## config.mk

```make
export PLATFORM = sky130hd
export DESIGN_NAME = memory_arbiter
export DESIGN_NICKNAME = d
export VERILOG_FILES = /design/src/rtl/memory_arbiter.sv
export SDC_FILE = /design/constraint.sdc
export NUM_CORES = 1
export LEC_CHECK = 0
export CAP_MARGIN = 10
export CORE_MARGIN = 2
export CORE_UTILIZATION = 34
export CTS_CLUSTER_DIAMETER = 40
export DETAILED_ROUTE_END_ITERATION = 8
export PLACE_DENSITY = 0.95
export SYNTH_ARGS = -nofsm -noshare
export SYNTH_HDL_FRONTEND = slang
export SYNTH_SLANG_ARGS = --single-unit
```

## constraint.sdc

```tcl
create_clock -name CLK -period 5.2 [get_ports CLK]
set_clock_uncertainty 0.15 [all_clocks]
set_input_delay 0.52 -clock CLK [delete_from_list [all_inputs] [get_ports CLK]]
set_output_delay 0.52 -clock CLK [all_outputs]
set_load 0.03 [all_outputs]
```

## src/rtl/memory_arbiter.sv

```systemverilog
// memory_arbiter: round-robin arbiter serialising core requests onto a single-port memory
module memory_arbiter #(
  parameter int DataWidth       = 8,
  parameter int NumOfRequesters = 4
) (
  input  logic                                 CLK,
  input  logic                                 RST,
  input  logic [NumOfRequesters-1:0]           REQ,
  input  logic [NumOfRequesters-1:0]           REQ_WRITE,
  input  logic [NumOfRequesters*DataWidth-1:0] REQ_ADDR,
  input  logic [NumOfRequesters*DataWidth-1:0] REQ_DATA,
  output logic [NumOfRequesters-1:0]           GRANT,
  output logic [NumOfRequesters-1:0]           ACK,
  output logic [DataWidth-1:0]                 RD_DATA,
  output logic [DataWidth-1:0]                 MEM_ADDR,
  output logic [DataWidth-1:0]                 MEM_DATA_IN,
  output logic                                 MEM_WRITE,
  input  logic [DataWidth-1:0]                 MEM_DATA_OUT
);
  localparam int IdxW = $clog2(NumOfRequesters);
  typedef enum logic [1:0] {IDLE, ACCESS, RESP} state_t;
  state_t state, next_state;
  logic [IdxW-1:0] owner, last, winner, cand;
  logic [NumOfRequesters-1:0] owner_oh;
  assign owner_oh = NumOfRequesters'(1) << owner;
  // state register
  always_ff @(posedge CLK or posedge RST) begin
    if (RST) state <= IDLE;
    else state <= next_state;
  end
  // next state: one transaction takes exactly IDLE -> ACCESS -> RESP
  always_comb next_state = state == IDLE ? (|REQ ? ACCESS : IDLE) : state == ACCESS ? RESP : IDLE;
  // scan from last+1 with wrap; descending loop so the nearest set request wins
  always_comb begin
    winner = last;
    cand = last;
    for (int k = NumOfRequesters; k >= 1; k--) begin
      cand = IdxW'((int'(last) + k) % NumOfRequesters);
      if (REQ[cand]) winner = cand;
    end
  end
  // owner and last-granted bookkeeping, read data capture at the end of ACCESS
  always_ff @(posedge CLK or posedge RST) begin
    if (RST) begin
      owner   <= '0;
      last    <= IdxW'(NumOfRequesters - 1);
      RD_DATA <= '0;
    end else begin
      if (state == IDLE && |REQ) begin
        owner <= winner;
        last  <= winner;
      end
      if (state == ACCESS) RD_DATA <= MEM_DATA_OUT;
    end
  end
  // outputs decode from state so an async reset silences the memory port immediately
  always_comb begin
    GRANT       = state != IDLE ? owner_oh : '0;
    ACK         = state == RESP ? owner_oh : '0;
    MEM_ADDR    = state == ACCESS ? REQ_ADDR[owner*DataWidth +: DataWidth] : '0;
    MEM_DATA_IN = state == ACCESS ? REQ_DATA[owner*DataWidth +: DataWidth] : '0;
    MEM_WRITE   = state == ACCESS ? REQ_WRITE[owner] : 1'b0;
  end
endmodule

```

==> results.yml, run 1 <==
run_status:
  status: "complete, no violations"
setup_path:
  crit_path_start_kind: "flip-flop"
  path_max_fanout: 14
  critPathTopFamily: "buffers and inverters"
  r2r-end: "RD_DATA[0]$_DFFE_PP0N_"
  crit_required_ns: 4.53
  criticalPathCategory: "flip-flop to primary output"
  rr_startpoint: "state[1]$_DFF_PP0_"
  rrSetupSlack_ns: 3.27
  reg2reg_depth: 2
  crit_buf_inv: 2
  cpPeakStageDelay_ns: 0.67
  cp-startpoint: "owner[0]$_DFFE_PP0P_"
  cp.depth: 4
  cp_cell_sequence: "buf_16, mux4_1, nor2b_1, clkdlybuf4s50_1"
  slowest_stage: "dfrtp_1"
  endpoint_kind: "primary output"
  worstPathArrival_ns: 2.49
sta:
  hold-worst-slack_ns: 0.353
  hold_viol: 0
  max-slew-margin-rel_pct: 25.8
  worst_slew_pin_slew_ns: 1.11
  fin_crit_sh_pct: 60.7
  fmax_ghz: 0.317
  setup_slack_ns: 2.04
  grt_setup_unrepaired: "no"
  maxSlewViolCount: 0
  fin_tns_setup_ns: 0
  period_needed_ns: 3.16
  finalSetupViolCount: 0
hold_path:
  hp-class: "flip-flop to flip-flop"
  min_to: "RD_DATA[4]$_DFFE_PP0N_"
  hp-start: "RD_DATA[4]$_DFFE_PP0N_"
  worstHoldPathCells: 1
detailed_routing:
  vias: 1350
  firstDrtPassIters: 4
  via_per_inst: 5.04
  drc: 0
  wire_per_inst_um: 16.8
  wl_mm: 4.51
  ant_nets: 0
  drtIter0Drc: 53
clock_tree:
  cts_setup_buffers: 0
  clkSinkCount: 14
  ctsResizeCount: 0
  ctsHoldBuffers: 0
  cts_tree: "built"
  clkTransAtPathRegs_ns: 0.06
  cts_made_buffers: 3
  clk_latency_ns: 0.24
  clockBufferDepth: 2
  cts_root_buf: "clkbuf_8"
  htreeDepth: 1
synth:
  syn_inst: 110
  synth_seq_cells: 14
  synth_ff_type: "dfrtp_1"
  async_flop_share_pct: 100
  yosysUniqueCellTypes: 30
  synth.top_cell.area_share_pct: 28.0
  syn_area_sq_mm: 0.00129
  synth_edf_count: 0
  yosys_warnings: 0
  postSynthNetCount: 192
  ys_top_cells_by_count: "mux4_2, nor2b_1, dfrtp_1"
  synth_area_leaders: "mux4_2, dfrtp_1, mux2_2"
  netlist.top_cell.by_area: "mux4_2"
  yosysSeqAreaShare_pct: 27.4
  syn_area_per_cell_sq_um: 11.7
layout:
  utilization_pct: 68.3
  fin_cells: 268
  antenna_cells: 0
  fill_cells: 271
  final_area_sq_mm: 0.00250
  areaGrowthSynthToFinish_pct: 94.3
  drive_above_1_share_pct: 17.3
  final_nets: 303
placed_design:
  dp_slack_ns: 1.96
  placed_area_sq_mm: 0.00242
  port_buffers: 114
  place_hpwl_mm: 3.70
  placedCellCount: 263
  gp_congestion: 0.855
floorplanning:
  die_w_um: 65.5
  io_pins: 115
  start_util_pct: 35.2
  core_area_sq_mm: 0.00366
  num_rows: 22
  die_height_um: 65.5
  dieArea_sq_mm: 0.00429
pwr:
  powerDensity_mw_per_mm2: 515
  vdd_drop_max_v: 0.000231
  leakage_nw: 0.938
  power_mw: 1.29
global_routing:
  overflow: 0
  grt_pass1_wl_mm: 6.50
  grt_pass1_vias: 1300
  grt_max_degree: 27
  antenna_found_initial: 0
  groute.usage.overall_pct: 20.2
job:
  max_cap_violations: 0
-- routing by layer --
layer / global-route usage [%] / vias to the layer above / routed length [um]
met3: 6.16 / 6 / 451
met1: 19.6 / 642 / 1470
met5: 0 / - / 0
met4: 6.25 / 0 / 52
met2: 40.2 / 71 / 2530
li1: - / 631 / -
-- cells by family after synthesis --
| kind of cell | after synthesis | share of synthesized area [%] |
|---|---|---|
| simple gates | 42 | 19.4 |
| flops | 14 | 27.4 |
| buf+inv | 13 | 6.61 |
| mux | 26 | 37.9 |
| compound gates | 15 | 8.65 |
-- cell usage in the layout, fill, tap and decap left out --
cell,instances
a211oi_1,1
a21boi_0,1
a21o_1,1
a21oi_1,1
a31oi_1,2
and3_1,1
buf_16,1
clkbuf_8,4
clkdlybuf4s50_1,114
dfrtp_1,12
dfstp_2,2
inv_1,4
mux2_2,9
mux4_1,1
mux4_2,16
nand2_1,3
nand2b_1,9
nand3b_1,1
nor2_1,7
nor2b_1,16
nor2b_4,1
nor3_1,2
nor4_2,1
o21ai_0,3
o21ba_2,2
o221a_2,1
o31ai_1,2
o32a_1,1
or2_2,1
-- registers in the layout, summed over array words and instances (netlist names) --
name     flops
RD_DATA      8
last         2
owner        2
state        2
-- worst max-delay path by stage --
stage / endpoint / slack (ns)
finish: MEM_WRITE / 2.04
detailed placement: MEM_WRITE / 1.96
CTS: MEM_WRITE / 1.70
floorplan: MEM_ADDR[1] / 3.13
global placement: MEM_WRITE / 2.00
global route: MEM_WRITE / 1.92
-- power by group --
part           switching, mW  internal [mW]
logic                  0.438          0.491
clock network         0.0394         0.0671
registers             0.0812          0.170
-- layout make-up --
type / instances / area [sq um] / share of cell area (%)
inverters: 4 / 15.0 / 0.600
flip-flops and latches: 14 / 353 / 14.1
clock buffers: 4 / 55.1 / 2.20
well taps: 48 / 60.1 / 2.40
repair buffers: 115 / 1170 / 46.7
multi-input cells: 83 / 850 / 34.0
Power figures use the tool's default switching activity.
==> run 2, diff against run 1 <==
--- a/config.mk
+++ b/config.mk
@@ -7,10 +7,10 @@
 export LEC_CHECK = 0
 export CAP_MARGIN = 10
 export CORE_MARGIN = 2
-export CORE_UTILIZATION = 34
+export CORE_UTILIZATION = 28
 export CTS_CLUSTER_DIAMETER = 40
 export DETAILED_ROUTE_END_ITERATION = 8
-export PLACE_DENSITY = 0.95
+export PLACE_DENSITY = 0.85
 export SYNTH_ARGS = -nofsm -noshare
 export SYNTH_HDL_FRONTEND = slang
 export SYNTH_SLANG_ARGS = --single-unit
==> constraint.sdc (replaced) <==
create_clock -name CLK -period 2.9 [get_ports CLK]
set_clock_uncertainty 0.15 [all_clocks]
set_input_delay 0.29 -clock CLK [delete_from_list [all_inputs] [get_ports CLK]]
set_output_delay 0.29 -clock CLK [all_outputs]
set_load 0.03 [all_outputs]
==> run 2 against run 1 <==
Highest routed layer unchanged. Wire length shrank 6.7%. Sequential cell count unchanged. Utilization decreased by 11 points. Via count fell by 1.7%.
==> results.yml, run 2 (same netlist as run 1, synthesis figures left out) <==
hold_path:
  hp-class: "input pin to async pin"
floorplanning:
  die_height_um: 71.8
  core_area_sq_mm: 0.00438
  die_w_um: 71.8
  io_pins: 115
  num_rows: 24
  start_util_pct: 29.4
  dieArea_sq_mm: 0.00516
setup_path:
  endpoint_kind: "primary output"
  crit_path_start_kind: "flip-flop"
  path_max_fanout: 22
  crit_required_ns: 2.46
  worstPathArrival_ns: 2.15
  criticalPathCategory: "flip-flop to primary output"
placed_design:
  placed_area_sq_mm: 0.00246
  gp_congestion: 0.856
  place_hpwl_mm: 3.52
  dp_slack_ns: 0.469
  port_buffers: 114
global_routing:
  grt_max_degree: 26
  groute.usage.overall_pct: 15.9
  antenna_found_initial: 0
  grt_pass1_vias: 1339
  overflow: 0
  grt_pass1_wl_mm: 6.45
clock_tree:
  cts_root_buf: "clkbuf_8"
  clkTransAtPathRegs_ns: 0.06
  htreeDepth: 1
  clk_latency_ns: 0.23
  cts_made_buffers: 3
  cts_tree: "built"
  ctsResizeCount: 0
  clockBufferDepth: 2
  clkSinkCount: 14
  ctsHoldBuffers: 0
  cts_setup_buffers: 0
sta:
  setup_slack_ns: 0.306
  hold_viol: 0
  fin_tns_setup_ns: 0
  fmax_ghz: 0.385
  fin_crit_sh_pct: 89.5
  finalSetupViolCount: 0
  max-slew-margin-rel_pct: 64.5
  grt_setup_unrepaired: "no"
  period_needed_ns: 2.59
  maxSlewViolCount: 0
  worst_slew_pin_slew_ns: 0.532
layout:
  drive_above_1_share_pct: 17.6
  layout_commonest_cell: "clkdlybuf4s50_1"
  final_area_sq_mm: 0.00250
  largest_reg_flops: 8
  regMostFlops: "RD_DATA"
  antenna_cells: 0
  final_cell_mix: "clkdlybuf4s50_1, mux4_2, nor2b_1"
  final_nets: 305
  areaGrowthSynthToFinish_pct: 94.5
run_status:
  status: "complete, no violations"
detailed_routing:
  drtIter0Drc: 11
  vias: 1327
  via_per_inst: 4.84
  drc: 0
  wl_mm: 4.20
  ant_nets: 0
  firstDrtPassIters: 4
  wire_per_inst_um: 15.3
pwr:
  leakage_nw: 0.938
  powerDensity_mw_per_mm2: 902
  vdd_drop_max_v: 0.000399
job:
  max_cap_violations: 0
[run 2: changes by cell type in the layout (fill, tap and decap cells not counted)]
| cell | delta |
|---|---|
| clkbuf_1 | +1 |
| buf_16 | -1 |
| clkbuf_8 | -1 |
| buf_12 | +1 |
| buf_4 | +2 |
[run 2: worst paths after layout]
check / to / from / depth (start not counted) / slack, ns
min: RD_DATA[1]$_DFFE_PP0N_ / RST / 2 / 0.24
max reg2reg: owner[0]$_DFFE_PP0P_ / last[1]$_DFFE_PP1P_ / 3 / 1.33
min reg2reg: RD_DATA[7]$_DFFE_PP0N_ / RD_DATA[7]$_DFFE_PP0N_ / 1 / 0.35
min in group CLK: RD_DATA[7]$_DFFE_PP0N_ / RD_DATA[7]$_DFFE_PP0N_ / 1 / 0.35
max in group asynchronous: last[0]$_DFFE_PP1P_ / RST / 2 / 1.99
max: MEM_WRITE / owner[0]$_DFFE_PP0P_ / 4 / 0.31
[run 2: critical path, cell delays in order, from the launching register on]
cell	delay [ns]
dfrtp_1	0.38
buf_12	0.20
mux4_1	0.58
nor2b_1	0.15
clkdlybuf4s50_1	0.60
[run 2: area by class of cell]
cell class                      count  area [sq um]
Inverter                            4          15.0
Clock buffer                        4          45.0
Sequential cell                    14           353
Timing Repair Buffer              117          1180
Multi-Input combinational cell     83           850
Fill cell                         406          1880
Tap cell                           52          65.1
[run 2: metrics by stage]
stage | total power [mW] | util (%) | hold WS, ns | cells
CTS | 2.29 | 57.1 | 0.260 | 274
global placement | 2.10 | 56.1 | 0.338 | 270
finish | 2.26 | 57.1 | 0.239 | 274
floorplan | 1.55 | - | 0.0278 | 110
detailed placement | 2.13 | 56.1 | 0.343 | 270
global route | 2.40 | 57.1 | 0.298 | 274
[run 2: layer usage]
layer	vias to the layer above	wire [um]	global-route usage [%]
met1	630	1460	17.1
met4	0	32	3.35
met2	60	2340	31.1
li1	633	-	-
met5	-	0	0
met3	4	369	3.66
[run 2: power breakdown]
part	internal [mW]	leakage [nW]	total, mW	switching (mW)
registers	0.307	0.163	0.377	0.0698
clock network	0.0968	0.0228	0.159	0.0623
logic	0.882	0.753	1.72	0.841
total	1.29	0.938	2.26	0.973
==> run 3, diff against run 2 <==
--- a/config.mk
+++ b/config.mk
@@ -9,7 +9,9 @@
 export CORE_MARGIN = 2
 export CORE_UTILIZATION = 28
 export CTS_CLUSTER_DIAMETER = 40
+export CTS_CLUSTER_SIZE = 30
 export DETAILED_ROUTE_END_ITERATION = 8
+export GPL_TIMING_DRIVEN = 0
 export PLACE_DENSITY = 0.85
 export SYNTH_ARGS = -nofsm -noshare
 export SYNTH_HDL_FRONTEND = slang
==> run 3 against run 2 <==
Sequential power is 3% lower. Critical path depth grew 1. Sequential cell count did not move. Register-to-register slack lost 0.24 ns. Utilization rose by 1.0 points. Via count is 3.0% higher. Sequential share of layout area down 0.25 points. Clock-buffer cell count unchanged. Setup slack better by 0.038 ns.
==> results.yml, run 3 (same netlist as run 1, synthesis figures left out) <==
placed_design:
  place_hpwl_mm: 3.67
  port_buffers: 114
  placed_area_sq_mm: 0.00249
  dp_slack_ns: 0.480
  gp_congestion: 0.842
sta:
  maxSlewViolCount: 0
  fmax_ghz: 0.391
  worst_slew_pin_slew_ns: 0.538
  fin_tns_setup_ns: 0
  grt_setup_unrepaired: "no"
  fin_crit_sh_pct: 88.1
  hold_viol: 0
  period_needed_ns: 2.56
  max-slew-margin-rel_pct: 64.1
  finalSetupViolCount: 0
  setup_slack_ns: 0.344
job:
  max_cap_violations: 0
floorplanning:
  num_rows: 24
  io_pins: 115
  core_area_sq_mm: 0.00438
  dieArea_sq_mm: 0.00516
  die_w_um: 71.8
  start_util_pct: 29.4
  die_height_um: 71.8
layout:
  layout_commonest_cell: "clkdlybuf4s50_1"
  areaGrowthSynthToFinish_pct: 98.0
  final_nets: 311
  regMostFlops: "RD_DATA"
  largest_reg_flops: 8
  final_area_sq_mm: 0.00255
  drive_above_1_share_pct: 19.3
  final_cell_mix: "clkdlybuf4s50_1, mux4_2, nor2b_1"
  antenna_cells: 0
  fill_cells: 398
setup_path:
  worstPathArrival_ns: 2.12
  crit_path_start_kind: "flip-flop"
  crit_required_ns: 2.46
  slowest_stage: "clkdlybuf4s50_1"
  path_common_cell: "buf_6"
  endpoint_kind: "primary output"
  path_max_fanout: 10
  criticalPathCategory: "flip-flop to primary output"
  cpPeakStageDelay_ns: 0.62
  cp_cell_sequence: "buf_6, buf_6, mux4_2, nor2b_1, clkdlybuf4s50_1"
run_status:
  status: "complete, no violations"
detailed_routing:
  firstDrtPassIters: 4
  via_per_inst: 4.88
  wl_mm: 4.31
  drtIter0Drc: 42
  wire_per_inst_um: 15.4
  drc: 0
  ant_nets: 0
  vias: 1367
clock_tree:
  cts_tree: "built"
  clockBufferDepth: 2
  ctsResizeCount: 0
  clkTransAtPathRegs_ns: 0.06
  cts_made_buffers: 3
  ctsHoldBuffers: 0
  cts_root_buf: "clkbuf_8"
  clk_latency_ns: 0.24
  htreeDepth: 1
  clkSinkCount: 14
  cts_setup_buffers: 0
pwr:
  power.switching_mw: 0.996
  seqPwrFrac_pct: 15.6
  intPower_mw: 1.34
  comb_power_share_pct: 76.4
  clkPwrFrac_pct: 7.9
  leakage_nw: 0.965
  powerDensity_mw_per_mm2: 917
  sw_frac_of_total_pct: 42.6
  vdd_drop_max_v: 0.000302
global_routing:
  grt_pass1_wl_mm: 6.82
  grt_max_degree: 15
  groute.usage.overall_pct: 16.7
  grt_pass1_vias: 1405
  overflow: 0
  antenna_found_initial: 0
hold_path:
  hp-class: "input pin to async pin"
==> run 3: cell types whose count changed in the layout (fill, tap and decap cells not counted), sizes merged <==
| cell | delta |
|---|---|
| clkbuf | +2 |
| buf | +4 |
==> run 3: final cells by class <==
type | count | area [sq um] | area share (%)
Multi-Input combinational cell | 83 | 850 | 33.3
Clock buffer | 4 | 55.1 | 2.16
Inverter | 4 | 15.0 | 0.589
Timing Repair Buffer | 114 | 1140 | 44.8
Tap cell | 52 | 65.1 | 2.55
Sequential cell | 14 | 353 | 13.8
Buffer | 9 | 70.1 | 2.75
==> run 3: critical path: cells and delay by family, from the launching register on <==
| family | cells | cell delay (ns) |
|---|---|---|
| DFF | 1 | 0.34 |
| buffers and inverters | 3 | 0.91 |
| muxes | 1 | 0.49 |
| and+or+nand+nor | 1 | 0.14 |
==> run 3: worst paths after layout <==
path                                        startpoint                endpoint  slack (ns)  cells after the start
worst max-delay path              owner[0]$_DFFE_PP0P_          MEM_DATA_IN[5]        0.34                      5
worst min-delay path                               RST  RD_DATA[3]$_DFFE_PP0N_        0.26                      2
worst max register to register     last[1]$_DFFE_PP1P_    owner[0]$_DFFE_PP0P_        1.09                      4
worst min register to register  RD_DATA[3]$_DFFE_PP0N_  RD_DATA[3]$_DFFE_PP0N_        0.35                      1
max in group asynchronous                          RST     last[1]$_DFFE_PP1P_        1.98                      2
min in group CLK                RD_DATA[3]$_DFFE_PP0N_  RD_DATA[3]$_DFFE_PP0N_        0.35                      1
==> run 3: through the flow <==
| stage | hold slack [ns] | utilization [%] | total power [mW] | std cells |
|---|---|---|---|---|
| 6_report | 0.260 | 58.1 | 2.34 | 280 |
| 3_3_place_gp | 0.337 | 56.9 | 2.14 | 276 |
| 3_5_place_dp | 0.342 | 56.9 | 2.18 | 276 |
| 2_1_floorplan | 0.0278 | - | 1.55 | 110 |
| 4_1_cts | 0.271 | 58.1 | 2.37 | 280 |
| 5_1_grt | 0.292 | 58.1 | 2.49 | 280 |
==> run 3: power by group through the flow <==
stage               registers [mW]  logic, mW  clock network (mW)
finish                       0.366       1.79               0.186
global route                 0.383       1.90               0.201
CTS                          0.366       1.81               0.189
detailed placement           0.367       1.81                   0
global placement             0.364       1.78                   0
floorplan                    0.475       1.07                   0
==> run 3: layer usage <==
metal,GRT usage (%),share of wire (%)
met1,17.1,33
met2,34.3,56
met3,5.20,11
met4,0.629,0
met5,0,0
